===== src/rtl/hpc2_rand_source_pkg.sv =====
// hpc2_rand_source_pkg: LFSR constants, FSM states and width helper for hpc2_rand_source
package hpc2_rand_source_pkg;
  localparam int RAND_LFSR_WIDTH = 128;
  localparam int RAND_SEED_WORDS = 4;
  localparam int RAND_TAP_0 = 127;
  localparam int RAND_TAP_1 = 125;
  localparam int RAND_TAP_2 = 100;
  localparam int RAND_TAP_3 = 98;
  typedef enum logic [1:0] {LOAD, WARMUP, RUN} rand_state_t;
  function automatic int num_quad(input int n);
    return n * (n - 1) / 2;
  endfunction
endpackage


===== src/rtl/hpc2_rand_source_if.sv =====
// hpc2_rand_source_if: seed word and mask word handshakes of hpc2_rand_source
interface hpc2_rand_source_if #(parameter int R_W = 2);
  logic [31:0] in_seed;
  logic in_seed_valid;
  logic out_seed_ready;
  logic [R_W-1:0] out_r;
  logic out_r_valid;
  logic in_r_ready;
  logic out_reseed_req;
  modport master(
    input in_seed, in_seed_valid, in_r_ready,
    output out_seed_ready, out_r, out_r_valid, out_reseed_req
  );
  modport slave(
    output in_seed, in_seed_valid, in_r_ready,
    input out_seed_ready, out_r, out_r_valid, out_reseed_req
  );
endinterface


===== src/rtl/lfsr128_advance.sv =====
// lfsr128_advance: combinational STEPS bit-steps of the 128-bit Fibonacci LFSR
module lfsr128_advance
  import hpc2_rand_source_pkg::*;
#(
  parameter int STEPS = 1
) (
  input  logic [RAND_LFSR_WIDTH-1:0] s_in,
  output logic [RAND_LFSR_WIDTH-1:0] s_out
);
  // unrolled shift-left with feedback into bit 0
  always_comb begin
    s_out = s_in;
    for (int i = 0; i < STEPS; i++)
      s_out = {s_out[RAND_LFSR_WIDTH-2:0],
               s_out[RAND_TAP_0] ^ s_out[RAND_TAP_1] ^ s_out[RAND_TAP_2] ^ s_out[RAND_TAP_3]};
  end
endmodule


===== src/rtl/hpc2_rand_source.sv =====
// hpc2_rand_source: seeded LFSR mask-word source for HPC2 gadgets; RAND_RESEED_EN adds periodic reseed requests
module hpc2_rand_source
  import hpc2_rand_source_pkg::*;
#(
  parameter int NUM_SHARES      = 2,
  parameter int BIT_WIDTH       = 2,
  parameter int WARMUP_CYCLES   = 16,
  parameter int RESEED_INTERVAL = 65536
) (
  input logic in_clock,
  input logic in_reset,
  hpc2_rand_source_if.master bus
);
  localparam int R_W = num_quad(NUM_SHARES) * BIT_WIDTH;
  localparam int WC_W = WARMUP_CYCLES > 0 ? $clog2(WARMUP_CYCLES + 1) : 1;
  if (R_W > 64 || R_W < 1 || RESEED_INTERVAL < 1) begin : g_bad_cfg
    $error("hpc2_rand_source: mask width must be 1..64 and RESEED_INTERVAL positive");
  end
  rand_state_t state, state_nx;
  logic [RAND_LFSR_WIDTH-1:0] s, s_nx, s_adv, s_mix;
  logic [1:0] word, word_nx;
  logic [WC_W-1:0] warm, warm_nx;
  logic seed_hs, r_hs, last_word, warm_done, reseed_hit;
  lfsr128_advance #(.STEPS(R_W)) u_adv (.s_in(s), .s_out(s_adv));
  assign seed_hs   = state == LOAD && bus.in_seed_valid;
  assign r_hs      = state == RUN && bus.in_r_ready;
  assign last_word = seed_hs && word == 2'(RAND_SEED_WORDS - 1);
  assign warm_done = state == WARMUP && warm == WC_W'(1);
  assign s_mix     = s ^ (RAND_LFSR_WIDTH'(bus.in_seed) << {word, 5'd0});
  assign bus.out_seed_ready = state == LOAD;
  assign bus.out_r_valid    = state == RUN;
  assign bus.out_r          = s[R_W-1:0];
  // next state: seed mixing with zero-state escape, warmup advances, one advance per handshake
  always_comb begin
    state_nx = last_word ? (WARMUP_CYCLES > 0 ? WARMUP : RUN) :
               warm_done ? RUN : reseed_hit ? LOAD : state;
    s_nx     = seed_hs ? {s_mix[RAND_LFSR_WIDTH-1:1], s_mix[0] | (last_word && s_mix == '0)} :
               (state == WARMUP || r_hs) ? s_adv : s;
    word_nx  = seed_hs ? word + 2'd1 : word;
    warm_nx  = last_word ? WC_W'(WARMUP_CYCLES) : state == WARMUP ? warm - WC_W'(1) : warm;
  end
  // state register
  always_ff @(posedge in_clock) begin
    if (!in_reset) begin
      state <= LOAD;
      s     <= '0;
      word  <= '0;
      warm  <= '0;
    end else begin
      state <= state_nx;
      s     <= s_nx;
      word  <= word_nx;
      warm  <= warm_nx;
    end
  end
`ifdef RAND_RESEED_EN
  localparam int CNT_W = $clog2(RESEED_INTERVAL + 1);
  logic [CNT_W-1:0] cnt;
  logic seeded;
  assign reseed_hit         = r_hs && cnt == CNT_W'(RESEED_INTERVAL - 1);
  assign bus.out_reseed_req = state == LOAD && seeded;
  // count accepted outputs; after the first full seed any return to LOAD is a reseed
  always_ff @(posedge in_clock) begin
    if (!in_reset) begin
      cnt    <= '0;
      seeded <= 1'b0;
    end else begin
      cnt    <= reseed_hit ? '0 : r_hs ? cnt + CNT_W'(1) : cnt;
      seeded <= seeded | last_word;
    end
  end
`else
  assign reseed_hit         = 1'b0;
  assign bus.out_reseed_req = 1'b0;
`endif
endmodule


===== src/flat_wrapper.sv =====
// flat-port wrapper written by rule: the top's interface ports become plain ports
module hpc2_rand_source_flat import hpc2_rand_source_pkg::*;
#(
  parameter int NUM_SHARES      = 2,
  parameter int BIT_WIDTH       = 2,
  parameter int WARMUP_CYCLES   = 16,
  parameter int RESEED_INTERVAL = 65536
)
  (in_clock, in_reset, bus_in_seed, bus_in_seed_valid, bus_in_r_ready, bus_out_seed_ready, bus_out_r, bus_out_r_valid, bus_out_reseed_req);
  hpc2_rand_source_if #(.R_W((2))) bus_i ();
  input logic in_clock;
  input logic in_reset;
  input wire logic [$bits(bus_i.in_seed)-1:0] bus_in_seed;
  input wire logic [$bits(bus_i.in_seed_valid)-1:0] bus_in_seed_valid;
  input wire logic [$bits(bus_i.in_r_ready)-1:0] bus_in_r_ready;
  output wire logic [$bits(bus_i.out_seed_ready)-1:0] bus_out_seed_ready;
  output wire logic [$bits(bus_i.out_r)-1:0] bus_out_r;
  output wire logic [$bits(bus_i.out_r_valid)-1:0] bus_out_r_valid;
  output wire logic [$bits(bus_i.out_reseed_req)-1:0] bus_out_reseed_req;
  assign bus_i.in_seed = bus_in_seed;
  assign bus_i.in_seed_valid = bus_in_seed_valid;
  assign bus_i.in_r_ready = bus_in_r_ready;
  assign bus_out_seed_ready = bus_i.out_seed_ready;
  assign bus_out_r = bus_i.out_r;
  assign bus_out_r_valid = bus_i.out_r_valid;
  assign bus_out_reseed_req = bus_i.out_reseed_req;
  hpc2_rand_source #(.NUM_SHARES(NUM_SHARES), .BIT_WIDTH(BIT_WIDTH), .WARMUP_CYCLES(WARMUP_CYCLES), .RESEED_INTERVAL(RESEED_INTERVAL)) u_core (.in_clock(in_clock), .in_reset(in_reset), .bus(bus_i));
endmodule

===== config.mk =====
export PLATFORM = sky130hd
export DESIGN_NAME = hpc2_rand_source_flat
export DESIGN_NICKNAME = d
export VERILOG_FILES = /design/src/rtl/hpc2_rand_source_pkg.sv /design/src/rtl/hpc2_rand_source_if.sv /design/src/rtl/lfsr128_advance.sv /design/src/rtl/hpc2_rand_source.sv /design/src/flat_wrapper.sv
export SDC_FILE = /design/constraint.sdc
export NUM_CORES = 1
export LEC_CHECK = 0
export ABC_AREA = 1
export CORE_MARGIN = 1
export CORE_UTILIZATION = 55
export CTS_CLUSTER_SIZE = 20
export DETAILED_ROUTE_END_ITERATION = 12
export PLACE_DENSITY_LB_ADDON = 0.25
export REMOVE_ABC_BUFFERS = 1
export SLEW_MARGIN = 5
export SYNTH_ARGS = -nofsm -noshare
export SYNTH_HDL_FRONTEND = slang
export SYNTH_SLANG_ARGS = --single-unit
export TNS_END_PERCENT = 1

===== constraint.sdc =====
create_clock -name in_clock -period 1.65 [get_ports in_clock]
set_input_delay 0.2475 -clock in_clock [delete_from_list [all_inputs] [get_ports in_clock]]
set_output_delay 0.2475 -clock in_clock [all_outputs]
set_load 0.01 [all_outputs]

==> PnR_summary.wiki, run 1 <==
{| class="wikitable"
! Metric !! Value
|-
| Aggregate global routing overflow || 0
|-
| Internal portion of total power || 0.007384 W
|-
| Run status || finished, violations left
|-
| Final setup slack of the worst path || -0.4272 ns
|-
| Kind of launch point of the worst setup path || flip-flop
|-
| Setup TNS Final || -0.4787 ns
|-
| Post-Route WL || slightly below 30000 µm
|-
| Proportion of power drawn by the clock network || 0.344
|-
| Sequential share of the synthesized area || 0.2963
|-
| Average cell area after synthesis || 6.091 µm²
|-
| Port bufs || 39
|-
| Number of diodes || 0
|-
| Clock root buffer || sky130_fd_sc_hd__clkbuf_16
|-
| CTS tree || done
|-
| IO Pins || approximately 40
|-
| HPWL Detailed || ~17000 µm
|-
| Library cell appearing most often on the critical path || sky130_fd_sc_hd__nand2_1
|-
| Global-route wire length before repair || about 46000 µm
|-
| Flops & latches, synth || 137
|-
| Total via count in the routed design || 10710
|-
| Final Hold Vio Count || 0
|-
| Share of total power in sequential cells || 0.357
|-
| Total Die Area || 17360 µm²
|-
| Largest fanout of any net on the critical path || 16
|-
| Placeable core region || approximately 17000 µm²
|-
| Met1 Track Usage GR || 0.4196
|-
| Kind of path behind the tightest hold check || in2reg
|-
| RSZ-0062 raised after global routing || yes
|-
| Power after layout || 0.01110 W
|-
| Placed inst area || 10430 µm²
|-
| Fraction of synthesized cell area taken by the top area cell type || 0.2963
|-
| Initial Util || 0.5602
|-
| Area of all placed cells without fillers || 11440 µm²
|-
| Power density normalized to cell area || 969.5 nW/µm²
|-
| Maximum number of pins on one net before global-route repair || 50
|-
| Post-DR vias/cell || approximately 5.9
|-
| Cell family contributing the most delay on the critical path || simple AND/OR/NAND/NOR gates
|-
| Maxcap violations || 0
|-
| Setup Viol. Count Final || 2
|-
| Flip-flop and latch area || between 2000 and 3000 µm²
|-
| Maximum clock frequency || 481.4 MHz
|-
| Placed cell count || 1759
|-
| Highest-delay cell along the critical path || sky130_fd_sc_hd__dfxtp_4
|-
| Total number of nets in the final design || 1610
|-
| Slew Limit Fails || 0
|-
| Critical path capture point type || flip-flop
|-
| Library cell occupying the most area in the post-synthesis netlist || sky130_fd_sc_hd__dfxtp_1
|-
| Synth-to-layout area growth || 23.62%
|-
| Power share of the combinational group || 0.299
|-
| Final worst path period need || between 2 and 2.5 ns
|-
| Post-route DRC || 0
|-
| Chip Width || 131.7 µm
|-
| Violated checks || negative setup slack
|-
| Die span in y || 131.7 µm
|-
| Non-filler cells, final || 1802
|-
| Clock sink count || 137
|-
| Worst hold-check slack || 0.2089 ns
|-
| Fill cell instance count of the final layout || approximately 1400
|-
| Fraction of met2 tracks used by global routing || 0.5168
|-
| Number of antenna-violating nets in the routed design || 0
|-
| Post-cts hold buffer count || 0
|-
| Netlist Area Pre-Place || 9258 µm²
|-
| Leak || 4.592 nW
|-
| Number of levels the H-tree was split into || 4
|-
| Grt peak-use layer || met2
|-
| Critical path start-end classification || reg2reg
|-
| Number of library cell types mapped by synthesis || 26
|-
| Total area of multi-input combinational cells || between 5000 and 6000 µm²
|-
| Portion of the clock cycle consumed by the worst path in the final layout || 1.259
|-
| Ratio of cells with drive above 1 in the final layout || 0.1150
|-
| Synthesized instance count || 1520
|-
| Met3 GRT Util || 0.05536
|-
| Starting DRT DRC Count || 1291
|-
| Placer congestion estimate || 0.8568
|-
| Router iterations before antenna repair || 6
|-
| Total CTS buffers || 17
|-
| Setup skew after layout || around 0.0076 ns
|-
| Vias in the first global route || between 9000 and 10000
|-
| Worst-path clk slew || 0.06 ns
|-
| WP data arrival || 2.44 ns
|-
| Buffers and inverters on the worst path || 2
|-
| Net Sw Power || 0.003711 W
|-
| Wirelength per Cell || 16.12 µm
|-
| Peak per-stage delay on the critical path || 0.46 ns
|-
| Number of antenna violations at the first check in global routing || 0
|-
| Required @ worst endpoint || 2.01 ns
|-
| Crit-path cells || clkinv_8 > buf_16 > nand4_1 > nand2_1 > nor2_1 > nand2_1 > nor2_2 > nand2_1 > nor2_1 > nand3_1 > o21bai_1 > nand2_1 > a21oi_1
|-
| Most area-consuming cells after synthesis || sky130_fd_sc_hd__dfxtp_1 30%, sky130_fd_sc_hd__nand2_1 20%, sky130_fd_sc_hd__a31oi_1 8.4%
|-
| Worst vdd rail ir drop || 879.5 µV
|-
| Net switching fraction of the power || 0.3345
|-
| Clock latency on the worst-skew pair || between 0.4 and 0.5 ns
|-
| Row cnt || 47
|-
| Buffers from clock root to sink, at most || 2
|-
| GRT Resource Usage Total || 0.3200
|-
| Synthesis Warnings || 0
|}
[stage by stage]
stage	util	setup slack [ns]
finish	0.6926	-0.4272
global route	0.6926	-0.5818
CTS	0.6771	-0.2908
detailed placement	0.6310	-0.7054
global placement	0.6310	-0.6332
floorplan	-	-7.169
[cells by family (layout without fill, tap and decap cells)]
| logic type | count (synthesis) | after routing | share of synthesized area |
|---|---|---|---|
| simple gates | 804 | 804 | 0.3700 |
| compound gates | 271 | 271 | 0.1642 |
| buf+inv | 260 | 322 | 0.1234 |
| flops | 137 | 137 | 0.2963 |
| xor+xnor | 44 | 44 | 0.04163 |
| fa+ha+maj | 3 | 3 | 0.004055 |
| other cells | 1 | 1 | 0.0004051 |
[what timing repair did]
item	in CTS	in global routing
endpoints found under the setup margin	5	87
resized for setup	31	18
cloned	3	7
pin swaps	2	6
setup buffers	0	3
[sequential cells by signal, summed over array words and instances (netlist names)]
signal / flops
u_core.word: 2
u_core.state: 2
u_core.warm: 5
u_core.s: 128
[Yosys cell counts]
cell / n
sky130_fd_sc_hd__a211oi_1: 1
sky130_fd_sc_hd__a21oi_1: 12
sky130_fd_sc_hd__a31oi_1: 125
sky130_fd_sc_hd__and2_1: 2
sky130_fd_sc_hd__buf_2: 42
sky130_fd_sc_hd__buf_4: 13
sky130_fd_sc_hd__buf_6: 8
sky130_fd_sc_hd__clkbuf_1: 60
sky130_fd_sc_hd__conb_1: 1
sky130_fd_sc_hd__dfxtp_1: 137
sky130_fd_sc_hd__ha_1: 3
sky130_fd_sc_hd__inv_1: 134
sky130_fd_sc_hd__inv_2: 1
sky130_fd_sc_hd__inv_4: 2
sky130_fd_sc_hd__nand2_1: 488
sky130_fd_sc_hd__nand3_1: 133
sky130_fd_sc_hd__nand4_1: 89
sky130_fd_sc_hd__nor2_1: 85
sky130_fd_sc_hd__nor3_1: 3
sky130_fd_sc_hd__o211ai_1: 1
sky130_fd_sc_hd__o21ai_0: 130
sky130_fd_sc_hd__o21ai_1: 1
sky130_fd_sc_hd__o21bai_1: 1
sky130_fd_sc_hd__or2_2: 4
sky130_fd_sc_hd__xnor2_1: 24
sky130_fd_sc_hd__xor2_1: 20
[path summary, 6_finish.rpt]
kind                          startpoint                           to  slack [ns]  depth (start not counted)
min reg2reg  u_core.warm[1]$_SDFFE_PP0P_  u_core.warm[1]$_SDFFE_PP0P_        0.49                          2
max          u_core.word[0]$_SDFFE_PN0P_     u_core.s[0]$_SDFFE_PN0P_       -0.43                         13
max reg2reg  u_core.word[0]$_SDFFE_PN0P_     u_core.s[0]$_SDFFE_PN0P_       -0.43                         13
min                             in_reset    u_core.s[21]$_SDFFE_PN0P_        0.21                          3
[cell usage in the layout, fill, tap and decap left out, types with 6 or more instances in the layout]
cell,count
sky130_fd_sc_hd__a21oi_1,12
sky130_fd_sc_hd__a31oi_1,125
sky130_fd_sc_hd__buf_12,24
sky130_fd_sc_hd__buf_16,7
sky130_fd_sc_hd__buf_4,76
sky130_fd_sc_hd__clkbuf_16,23
sky130_fd_sc_hd__clkdlybuf4s50_1,36
sky130_fd_sc_hd__clkinv_2,6
sky130_fd_sc_hd__dfxtp_1,134
sky130_fd_sc_hd__inv_1,133
sky130_fd_sc_hd__nand2_1,481
sky130_fd_sc_hd__nand2_2,6
sky130_fd_sc_hd__nand3_1,128
sky130_fd_sc_hd__nand4_1,89
sky130_fd_sc_hd__nor2_1,74
sky130_fd_sc_hd__nor2_2,8
sky130_fd_sc_hd__o21ai_0,130
sky130_fd_sc_hd__xnor2_1,24
sky130_fd_sc_hd__xor2_1,19
[metal layers]
layer,share of wire,vias up
met1,0.42,4938
met4,0.028,0
met3,0.082,67
met5,0,-
li1,-,5176
met2,0.47,531
[area by class of cell]
type | instances | share of cell area
inverter | 137 | 0.04734
clock inverter | 9 | 0.008527
sequential | 137 | 0.2404
clock buffer | 21 | 0.04198
tap | 220 | 0.02405
multi-input combinational | 1123 | 0.4786
timing repair buffer | 155 | 0.1591
[power groups by stage]
stage	sequential [W]	combinational, W	clock (W)
floorplan	0.00399	0.00168	0
global placement	0.00399	0.00289	0
detailed placement	0.00399	0.00295	0
CTS	0.00393	0.00309	0.00387
global route	0.00399	0.00365	0.00398
finish	0.00396	0.00332	0.00382
[tightest hold or removal path: cells and delay by family]
kind	cells	cell delay (ns)
buffers and inverters	1	0.20
AO/OA/AOI/OAI	2	0.14
Note: power is estimated with default switching activity, not from simulation.
==> run 2: changes to the inputs <==
- ABC_CLOCK_PERIOD_IN_PS: default -> 1650
- GPL_TIMING_DRIVEN: default -> 1
==> results of run 2 <==
Final layout, timing and power as in run 1 (identical DEF).
